<file path="src/rtl/ch_advert_tx.sv">
// Cluster-head advertisement transmitter: captures the node's CH info on start_tx and
// streams a 6-word packet (header, ID, hops, Q-value, CH limit, XOR checksum) over valid/ready.
module ch_advert_tx #(
    parameter int         WORD_WIDTH  = 16,
    parameter logic [3:0] PKT_TYPE    = 4'hC,
    parameter int         STALL_LIMIT = 64
) (
    input  logic                  clk,
    input  logic                  nrst,
    input  logic                  start_tx,
    input  logic                  is_CH,
    input  logic [WORD_WIDTH-1:0] own_ID,
    input  logic [WORD_WIDTH-1:0] own_Hops,
    input  logic [WORD_WIDTH-1:0] own_QValue,
    input  logic [WORD_WIDTH-1:0] CH_limit,
    input  logic                  tx_ready,
    output logic [WORD_WIDTH-1:0] tx_data,
    output logic                  tx_valid,
    output logic                  tx_last,
    output logic                  busy,
    output logic                  done,
    output logic                  err
);

    localparam int SW = $clog2(STALL_LIMIT + 1);
    localparam logic [SW-1:0]         STALL_MAX = SW'(STALL_LIMIT - 1);
    localparam logic [WORD_WIDTH-1:0] HDR_WORD  = WORD_WIDTH'({PKT_TYPE, 4'h0, 8'd6});
    localparam logic [WORD_WIDTH-1:0] HOPS_SAT  = {{(WORD_WIDTH-1){1'b1}}, 1'b0};
    localparam logic [WORD_WIDTH-1:0] NO_ROUTE  = '1;

    typedef enum logic [2:0] {
        S_IDLE, S_HDR, S_ID, S_HOPS, S_QV, S_LIM, S_CSUM
    } state_t;

    state_t                  state_q, state_d;
    logic [WORD_WIDTH-1:0]   id_q, hops_q, qv_q, lim_q, csum_q;
    logic [WORD_WIDTH-1:0]   tx_data_q, word_d, hops_d;
    logic                    tx_valid_q, tx_last_q, done_q, err_q;
    logic [SW-1:0]           stall_q;
    logic                    reject;

    assign reject = !is_CH && (own_Hops == NO_ROUTE);

    always_comb begin
        hops_d = '0;
        if (!is_CH) begin
            hops_d = (own_Hops >= HOPS_SAT) ? HOPS_SAT : own_Hops + WORD_WIDTH'(1);
        end
    end

    // Word that follows the one currently presented, and the state that presents it.
    always_comb begin
        word_d  = '0;
        state_d = S_IDLE;
        case (state_q)
            S_HDR:  begin word_d = id_q;   state_d = S_ID;   end
            S_ID:   begin word_d = hops_q; state_d = S_HOPS; end
            S_HOPS: begin word_d = qv_q;   state_d = S_QV;   end
            S_QV:   begin word_d = lim_q;  state_d = S_LIM;  end
            S_LIM:  begin word_d = csum_q; state_d = S_CSUM; end
            default: begin word_d = '0;    state_d = S_IDLE; end
        endcase
    end

    always_ff @(posedge clk or posedge nrst) begin
        if (nrst) begin
            state_q    <= S_IDLE;
            id_q       <= '0;
            hops_q     <= '0;
            qv_q       <= '0;
            lim_q      <= '0;
            csum_q     <= '0;
            tx_data_q  <= '0;
            tx_valid_q <= 1'b0;
            tx_last_q  <= 1'b0;
            done_q     <= 1'b0;
            err_q      <= 1'b0;
            stall_q    <= '0;
        end else begin
            done_q <= 1'b0;
            err_q  <= 1'b0;
            if (state_q == S_IDLE) begin
                stall_q <= '0;
                if (start_tx) begin
                    if (reject) begin
                        err_q <= 1'b1;
                    end else begin
                        id_q       <= own_ID;
                        hops_q     <= hops_d;
                        qv_q       <= own_QValue;
                        lim_q      <= CH_limit;
                        csum_q     <= HDR_WORD;
                        tx_data_q  <= HDR_WORD;
                        tx_valid_q <= 1'b1;
                        tx_last_q  <= 1'b0;
                        state_q    <= S_HDR;
                    end
                end
            end else if (tx_ready) begin
                stall_q <= '0;
                if (state_q == S_CSUM) begin
                    state_q    <= S_IDLE;
                    tx_data_q  <= '0;
                    tx_valid_q <= 1'b0;
                    tx_last_q  <= 1'b0;
                    done_q     <= 1'b1;
                end else begin
                    // The checksum word itself is not folded back into the running XOR.
                    if (state_q != S_LIM) begin
                        csum_q <= csum_q ^ word_d;
                    end
                    tx_data_q <= word_d;
                    tx_last_q <= (state_q == S_LIM);
                    state_q   <= state_d;
                end
            end else if (stall_q == STALL_MAX) begin
                state_q    <= S_IDLE;
                tx_data_q  <= '0;
                tx_valid_q <= 1'b0;
                tx_last_q  <= 1'b0;
                err_q      <= 1'b1;
                stall_q    <= '0;
            end else begin
                stall_q <= stall_q + SW'(1);
            end
        end
    end

    assign tx_data  = tx_data_q;
    assign tx_valid = tx_valid_q;
    assign tx_last  = tx_last_q;
    assign busy     = (state_q != S_IDLE);
    assign done     = done_q;
    assign err      = err_q;

endmodule

</file>
<file path="config.mk">
export PLATFORM = sky130hd
export DESIGN_NAME = ch_advert_tx
export DESIGN_NICKNAME = d
export VERILOG_FILES = /design/src/rtl/ch_advert_tx.sv
export SDC_FILE = /design/constraint.sdc
export NUM_CORES = 1
export LEC_CHECK = 0
export ABC_CLOCK_PERIOD_IN_PS = 10900
export CAP_MARGIN = 0
export CELL_PAD_IN_SITES_DETAIL_PLACEMENT = 0
export CELL_PAD_IN_SITES_GLOBAL_PLACEMENT = 1
export CORE_ASPECT_RATIO = 1.25
export CORE_MARGIN = 1
export CORE_UTILIZATION = 43
export DETAILED_ROUTE_END_ITERATION = 8
export PLACE_DENSITY = 0.91
export SLEW_MARGIN = 25
export SYNTH_ARGS = -nofsm -noshare
export SYNTH_HDL_FRONTEND = slang
export SYNTH_SLANG_ARGS = --single-unit
</file>
<file path="constraint.sdc">
create_clock -name clk -period 10.9 [get_ports clk]
set_input_delay 2.18 -clock clk [delete_from_list [all_inputs] [get_ports clk]]
set_output_delay 2.18 -clock clk [all_outputs]
set_load 0.05 [all_outputs]
</file>
==> results.toml, run 1 <==
[timing]
skew_ns = 0.00943
slew_viol_final = 0
hold-worst-slack_ns = 0.467
slew_headroom = 0.347
finalHoldViolations = 0
fin_crit_ns = 4.95
fin_crit_sh = 0.454
worstMarginPinSlew_ns = 0.975
setup_viol = 0
rsz0062_at_grt = "no"
layout_setup_ws_ns = 5.95
setup-tns-final_ns = 0
max_clock_freq_ghz = 0.202

[outcome]
status = "finished clean"

[clocking]
cts_tree = "done"
clock_latency_ns = 0.34
cts-hold-fix-buffers = 0
cts_setup_buffers = 0
cts_resized = 0
htree_levels = 3
path_clk_slew_ns = 0.07
cts_made_buffers = 9
clock_sinks = 110
clockBufferDepth = 2
clock-root-buffer = "clkbuf_16"

[place]
dp_hpwl_mm = 9.34
dp_slack_ns = 5.66
place.gp.congestion = 0.868
port_buffers = 89

[grt]
grt_pass1_vias = 4440
grt_max_degree = 83
grt_pass1_wl_mm = 21.7
grt_overflow = 0
grt_antenna_before_repair = 0
track_usage = 0.218

[logic_synthesis]
syn_area_um2 = 5330
syn-num-nets = 662
ys_warn_count = 0
ys_async_sr_fraction = 1.00
ys_seq_area_frac = 0.516
synth_most_common_cell = "nand2_1"
synthCells = 590
synth-edff-count = 0
ys_types = 44
synth-seq-cells = 110
synth_top_area_frac = 0.516
yosysTopAreaCell = "dfrtp_1"
syn_avg_cell_area_um2 = 9.04
ys_top_cells_by_count = "nand2_1 (210), dfrtp_1 (110), nor2_1 (32), a31oi_1 (30), xnor2_1 (23)"
synth_area_leaders = "dfrtp_1 (52%), nand2_1 (15%), xnor2_1 (3.8%)"
synth-main-ff-cell = "dfrtp_1"

[drt]
firstDrtPassIters = 5
vias_per_cell = 5.31
ant_nets = 0
num_vias = 4405
drc = 0
avgRoutedWirePerCell_um = 15.8
routed_wl_mm = 13.1
initialDrtViolationCount = 249

[critical_path]
crit_required_ns = 11.17
arrival_ns = 5.22
cpPeakStageDelay_ns = 0.63
start_kind = "input port"
slowest_stage = "and2_1"
cp_max_fo = 78
path_buf_inv = 2
crit_path_end_kind = "flip-flop"
rr_worst_depth = 6
worstSetupPathType = "in -> reg"
crit_chain = "clkdlybuf4s50_1 > ha_1 > nor3b_1 > a21o_2 > buf_4 > and2_1 > a32o_1"
cp.depth = 7
critical_path.top_delay_family = "buffers and inverters"

[min_path]
holdCritPathClass = "reg -> reg"
holdPathStages = 1

[floorplan]
dieHeight_um = 126
die-width_um = 102
start_util = 0.440
core-area_um2 = 12100
core.rowCount = 45
ios = 90
dieArea_um2 = 12900

[final_layout]
layout.filler_cells = 1112
drive_gt1_frac = 0.0707
n_antenna_cell = 0
syn2layout_area_growth_pct = 24.4
fin_nets = 732

[pwr]
ir_worst_vdd_uv = 121
power.density_nw_per_um2 = 273
p_leak_nw = 3.08

[job]
cap_violations = 0
report_power, final:
group	total, mW	switching (mW)	internal (mW)
Combinational	0.755	0.453	0.302
Clock	0.344	0.154	0.189
Sequential	0.711	0.130	0.581
Total	1.81	0.738	1.07
path summary, 6_finish.rpt:
kind	from	to	slack, ns
min in group asynchronous	nrst	tx_data[2]	2.18
hold / removal	stall_q[0]	stall_q[0]	0.47
setup / recovery	own_Hops[0]	tx_last	5.95
hold reg to reg	stall_q[0]	stall_q[0]	0.47
max in group asynchronous	nrst	csum_q[1]	7.67
setup reg to reg	state_q[0]	tx_last	8.08
cells in the final DEF, fill, tap and decap left out, types with 2 or more instances in the layout:
| master | count |
|---|---|
| clkbuf_16 | 9 |
| inv_1 | 9 |
| xor2_1 | 4 |
| o21ai_0 | 15 |
| buf_4 | 4 |
| nand3_1 | 6 |
| a21o_1 | 12 |
| a21oi_1 | 12 |
| mux2_2 | 16 |
| and3_1 | 4 |
| and3b_1 | 2 |
| o31ai_1 | 7 |
| dfrtp_1 | 109 |
| clkdlybuf4s50_1 | 89 |
| nor3_1 | 4 |
| nor2_1 | 32 |
| o41ai_1 | 3 |
| inv_6 | 3 |
| nand4_1 | 5 |
| and4_1 | 2 |
| nand2_1 | 210 |
| a22oi_1 | 20 |
| a31oi_1 | 30 |
| and2_1 | 2 |
| nor2b_1 | 4 |
| xnor2_1 | 23 |
| ha_1 | 3 |
registers in the layout, indices dropped and copies added (netlist names), 3 cells and up:
| signal | cells |
|---|---|
| state_q | 3 |
| id_q | 16 |
| lim_q | 16 |
| stall_q | 7 |
| qv_q | 16 |
| tx_data | 16 |
| hops_q | 16 |
| csum_q | 16 |
per-stage QoR:
stage | area [µm²] | std cells | total power, mW | util
2_1_floorplan | 5330 | 590 | 1.25 | -
5_1_grt | 6630 | 829 | 1.93 | 0.548
3_5_place_dp | 6310 | 813 | 1.47 | 0.521
6_report | 6630 | 829 | 1.81 | 0.548
4_1_cts | 6620 | 829 | 1.81 | 0.547
3_3_place_gp | 6310 | 813 | 1.44 | 0.521
layer usage:
layer	GRT usage	up-vias	wire [µm]
met5	0	-	0
met4	0.112	0	466
met3	0.0259	27	518
met2	0.365	120	6440
met1	0.275	2125	5640
li1	-	2133	-
cells by family (layout without fill, tap and decap cells):
logic type / count (synthesis) / count (layout) / synth area share
flops: 110 / 110 / 0.516
simple gates: 280 / 280 / 0.222
xor+xnor: 27 / 27 / 0.0444
compound gates: 108 / 108 / 0.135
mux: 17 / 17 / 0.0357
fa+ha+maj: 3 / 3 / 0.00704
buf+inv: 45 / 120 / 0.0394
area by class of cell:
cell class              count  area, µm²  share of cell area
flip-flops and latches    110       2750               0.415
multi-input cells         435       2390               0.360
repair buffers             94        932               0.141
clock buffers              10        239              0.0360
well taps                 164        205              0.0309
clock inverters             6       76.3              0.0115
inverters                  10       40.0             0.00604
worst reg2reg max path, cell delays in order (launching register included):
cell,delay [ns]
dfrtp_2,0.76
nor3_1,0.16
nand2_1,0.23
a21o_2,0.13
buf_4,0.59
and2_1,0.66
a32o_1,0.23
Power figures use the tool's default switching activity.
==> inputs of run 2 (changes only) <==
--- a/config.mk
+++ b/config.mk
@@ -5,15 +5,15 @@
 export SDC_FILE = /design/constraint.sdc
 export NUM_CORES = 1
 export LEC_CHECK = 0
-export ABC_CLOCK_PERIOD_IN_PS = 10900
+export ABC_CLOCK_PERIOD_IN_PS = 4800
 export CAP_MARGIN = 0
 export CELL_PAD_IN_SITES_DETAIL_PLACEMENT = 0
 export CELL_PAD_IN_SITES_GLOBAL_PLACEMENT = 1
 export CORE_ASPECT_RATIO = 1.25
 export CORE_MARGIN = 1
-export CORE_UTILIZATION = 43
+export CORE_UTILIZATION = 40
 export DETAILED_ROUTE_END_ITERATION = 8
-export PLACE_DENSITY = 0.91
+export PLACE_DENSITY = 0.86
 export SLEW_MARGIN = 25
 export SYNTH_ARGS = -nofsm -noshare
 export SYNTH_HDL_FRONTEND = slang
==> constraint.sdc (replaced) <==
create_clock -name clk -period 4.8 [get_ports clk]
set_input_delay 0.96 -clock clk [delete_from_list [all_inputs] [get_ports clk]]
set_output_delay 0.96 -clock clk [all_outputs]
set_load 0.05 [all_outputs]
==> results.toml, run 2 (synthesized netlist as in run 1, its figures left out) <==
[drt]
vias_per_cell = 5.22
routed_wl_mm = 13.0
firstDrtPassIters = 4
num_vias = 4351
drc = 0
avgRoutedWirePerCell_um = 15.6
ant_nets = 0
initialDrtViolationCount = 205

[grt]
grt_pass1_wl_mm = 21.5
grt_antenna_before_repair = 0
grt_pass1_vias = 4443
grt_max_degree = 95
grt_overflow = 0
track_usage = 0.201

[timing]
setup_viol = 0
worstMarginPinSlew_ns = 0.974
slew_headroom = 0.348
slew_viol_final = 0
layout_setup_ws_ns = 1.61
hold-worst-slack_ns = 0.476
max_clock_freq_ghz = 0.314
fin_crit_sh = 0.664
skew_ns = 0.00912
finalHoldViolations = 0
setup-tns-final_ns = 0
rsz0062_at_grt = "no"
fin_crit_ns = 3.19

[final_layout]
final_util = 0.517
layout_common_cells = "nand2_1 (210), dfrtp_1 (109), clkdlybuf4s50_1 (89)"
layout.filler_cells = 1198
layoutNonFillerInstCount = 833
syn2layout_area_growth_pct = 24.5
drive_gt1_frac = 0.0677
n_antenna_cell = 0
final_common_cell = "nand2_1"
final_cell_area_um2 = 6640
fin_nets = 732

[pwr]
switching_power_mw = 1.63
p_leak_nw = 3.08
intPower_mw = 2.48
power.density_nw_per_um2 = 619
power_frac_seq = 0.390
ir_worst_vdd_uv = 268
clkPwrFrac = 0.193
total_power_mw = 4.11
pwr-share-comb = 0.416
switching_share = 0.397

[place]
place.gp.congestion = 0.825
dp_cells = 817
dp_hpwl_mm = 9.18
port_buffers = 89
dpl-instance-area_um2 = 6310
dp_slack_ns = 1.31

[clocking]
cts_made_buffers = 9
cts_setup_buffers = 0
clock-root-buffer = "clkbuf_16"
clock_sinks = 110
clockBufferDepth = 2
path_clk_slew_ns = 0.07
cts_resized = 0
clock_latency_ns = 0.35
cts-hold-fix-buffers = 0
htree_levels = 3
cts_tree = "done"

[floorplan]
core-area_um2 = 12800
dieHeight_um = 131
ios = 90
dieArea_um2 = 13800
start_util = 0.415
die-width_um = 105
core.rowCount = 46

[critical_path]
timing.rr.start = "state_q[0]"
worstSetupPathType = "reg -> out"
start_kind = "flip-flop"
critical_path.top_delay_family = "buffers and inverters"
crit_required_ns = 3.84
path_buf_inv = 2
arrival_ns = 2.23
crit_path_end_kind = "primary output"
slowest_stage = "clkdlybuf4s50_1"
crit_chain = "nor3_1 > inv_1 > clkdlybuf4s50_1"
cp-startpoint = "state_q[0]"
cp_max_fo = 27
cpPeakStageDelay_ns = 0.82

[min_path]
holdCritPathClass = "reg -> reg"
hold_path.startpoint = "stall_q[0]"

[job]
cap_violations = 0

[outcome]
status = "finished clean"
## run 2: cell types whose count changed in the layout (fill, tap and decap cells not counted)
cell,delta
clkinv_2,+2
clkbuf_1,+2
buf_6,-1
clkinv_4,-1
inv_8,-1
buf_4,+1
inv_4,-1
bufinv_16,+1
inv_6,-2
## run 2: power by group through the flow
stage	Sequential (mW)	Clock [mW]	Combinational [mW]
after global routing	1.65	0.845	1.90
after global placement	1.59	0	1.66
after detailed placement	1.61	0	1.71
after floorplan	1.65	0	1.20
after CTS	1.60	0.805	1.73
final	1.60	0.795	1.71
## run 2: per-layer routing
metal	wire length, µm	GRT usage	vias to the layer above
met2	6490	0.350	111
met4	376	0.100	0
met5	0	0	-
li1	-	-	2122
met3	448	0.0217	23
met1	5700	0.251	2095
## run 2: path summary, 6_finish.rpt
path                                    end  slack (ns)  cells after the start
max in group asynchronous       tx_data[11]        2.87                      3
worst max-delay path                   busy        1.61                      3
worst min-delay path             stall_q[0]        0.48                      1
min in group asynchronous        tx_data[3]        1.13                      2
worst min register to register   stall_q[0]        0.48                      1
worst max register to register   hops_q[14]        2.25                      6
## run 2: area by class of cell
class / count / area [µm²] / area share
flip-flops and latches: 110 / 2750 / 0.415
multi-input cells: 435 / 2390 / 0.360
repair buffers: 94 / 928 / 0.140
clock buffers: 12 / 246 / 0.0371
well taps: 168 / 210 / 0.0317
clock inverters: 4 / 70.1 / 0.0106
inverters: 10 / 42.5 / 0.00641
## run 2: worst reg2reg max path: stages (launching register included)
cell and delay [ns]:
dfrtp_2 0.63, nor3_1 0.36, nand2_1 0.21, a21oi_4 0.14, buf_4 0.51, nand2b_1 0.33
o31ai_1 0.29
==> inputs of run 3 (changes only) <==
--- a/config.mk
+++ b/config.mk
@@ -5,15 +5,15 @@
 export SDC_FILE = /design/constraint.sdc
 export NUM_CORES = 1
 export LEC_CHECK = 0
-export ABC_CLOCK_PERIOD_IN_PS = 4800
+export ABC_CLOCK_PERIOD_IN_PS = 2600
 export CAP_MARGIN = 0
 export CELL_PAD_IN_SITES_DETAIL_PLACEMENT = 0
 export CELL_PAD_IN_SITES_GLOBAL_PLACEMENT = 1
 export CORE_ASPECT_RATIO = 1.25
 export CORE_MARGIN = 1
-export CORE_UTILIZATION = 40
+export CORE_UTILIZATION = 36
 export DETAILED_ROUTE_END_ITERATION = 8
-export PLACE_DENSITY = 0.86
+export PLACE_DENSITY = 0.82
 export SLEW_MARGIN = 25
 export SYNTH_ARGS = -nofsm -noshare
 export SYNTH_HDL_FRONTEND = slang
==> constraint.sdc (replaced) <==
create_clock -name clk -period 2.6 [get_ports clk]
set_input_delay 0.52 -clock clk [delete_from_list [all_inputs] [get_ports clk]]
set_output_delay 0.52 -clock clk [all_outputs]
set_load 0.05 [all_outputs]
==> results.toml, run 3 (synthesized netlist as in run 1, its figures left out) <==
[min_path]
holdPathStages = 1
holdCritPathClass = "reg -> reg"

[critical_path]
crit_required_ns = 2.08
cp_max_fo = 11
arrival_ns = 1.64
rr_worst_depth = 5
ff2ff_setup_slack_ns = 0.44
start_kind = "flip-flop"
worstSetupPathType = "reg -> out"
crit_path_end_kind = "primary output"

[floorplan]
core-area_um2 = 14400
core.rowCount = 49
start_util = 0.370
dieHeight_um = 138
ios = 90
die-width_um = 111
dieArea_um2 = 15300

[clocking]
clock_sinks = 110
cts_resized = 0
cts-hold-fix-buffers = 0
path_clk_slew_ns = 0.07
clock-root-buffer = "clkbuf_16"
cts_setup_buffers = 0
cts_made_buffers = 9
htree_levels = 3
clock_latency_ns = 0.35
clockBufferDepth = 2
cts_tree = "done"

[place]
dpl-instance-area_um2 = 6510
dp_cells = 844
place.gp.congestion = 0.801
port_buffers = 89
dp_hpwl_mm = 9.83

[drt]
initialDrtViolationCount = 263
firstDrtPassIters = 5
ant_nets = 0
vias_per_cell = 5.22
num_vias = 4489
avgRoutedWirePerCell_um = 15.9
routed_wl_mm = 13.7
drc = 0

[final_layout]
n_antenna_cell = 0
final_cell_area_um2 = 6820
drive_gt1_frac = 0.0924
syn2layout_area_growth_pct = 27.8
layoutNonFillerInstCount = 860
final_common_cell = "nand2_1"
layout_common_cells = "nand2_1 (210), dfrtp_1 (110), clkdlybuf4s50_1 (88)"
layout.filler_cells = 1382
fin_nets = 749

[timing]
finalHoldViolations = 0
worstMarginPinSlew_ns = 0.716
fin_crit_sh = 0.832
rsz0062_at_grt = "no"
hold-worst-slack_ns = 0.471
slew_headroom = 0.522
skew_ns = 0.00450
slew_viol_final = 0
max_clock_freq_ghz = 0.462
setup-tns-final_ns = 0
fin_crit_ns = 2.16
setup_viol = 0

[grt]
grt_pass1_wl_mm = 22.3
grt_pass1_vias = 4444
track_usage = 0.183
grt_max_degree = 111
grt_overflow = 0
grt_antenna_before_repair = 0

[outcome]
status = "finished clean"

[pwr]
power.density_nw_per_um2 = 1130
p_leak_nw = 3.18
total_power_mw = 7.71
ir_worst_vdd_uv = 707

[job]
cap_violations = 0
## run 3: layout make-up
type	instances	area, µm²	area share
flip-flops and latches	110	2750	0.404
inverters	10	41.3	0.00606
well taps	178	223	0.0327
clock buffers	12	256	0.0376
clock inverters	4	45.0	0.00661
repair buffers	111	1120	0.164
multi-input cells	435	2380	0.349
## run 3: worst max-delay path: stages, from the launching register on
cell and delay, ns:
dfrtp_1 0.51, nor3_1 0.41, inv_1 0.19, buf_12 0.19
## run 3: report_power, final
group          leakage (nW)  internal (mW)  switching (mW)
registers              1.40           2.44           0.493
clock network         0.152          0.795           0.590
logic                  1.63           1.40            1.99
total                  3.18           4.64            3.07
## run 3: stage by stage
stage,setup slack (ns),util
floorplan,0.649,-
global route,0.266,0.473
detailed placement,0.0603,0.452
CTS,0.434,0.473
global placement,0.179,0.452
finish,0.437,0.473
## run 3: routing by layer
layer | GRT usage | vias to the layer above | routed length [µm]
met5 | 0 | - | 0
met4 | 0.0842 | 0 | 372
met3 | 0.0206 | 24 | 649
met2 | 0.313 | 137 | 6790
met1 | 0.231 | 2171 | 5870
li1 | - | 2157 | -
## run 3: worst paths after layout
check                                start    endpoint
worst max-delay path            state_q[2]        busy
worst min-delay path            stall_q[0]  stall_q[0]
worst max register to register  state_q[2]  hops_q[11]
worst min register to register  stall_q[0]  stall_q[0]
max in group asynchronous             nrst  csum_q[10]
min in group asynchronous             nrst   lim_q[12]
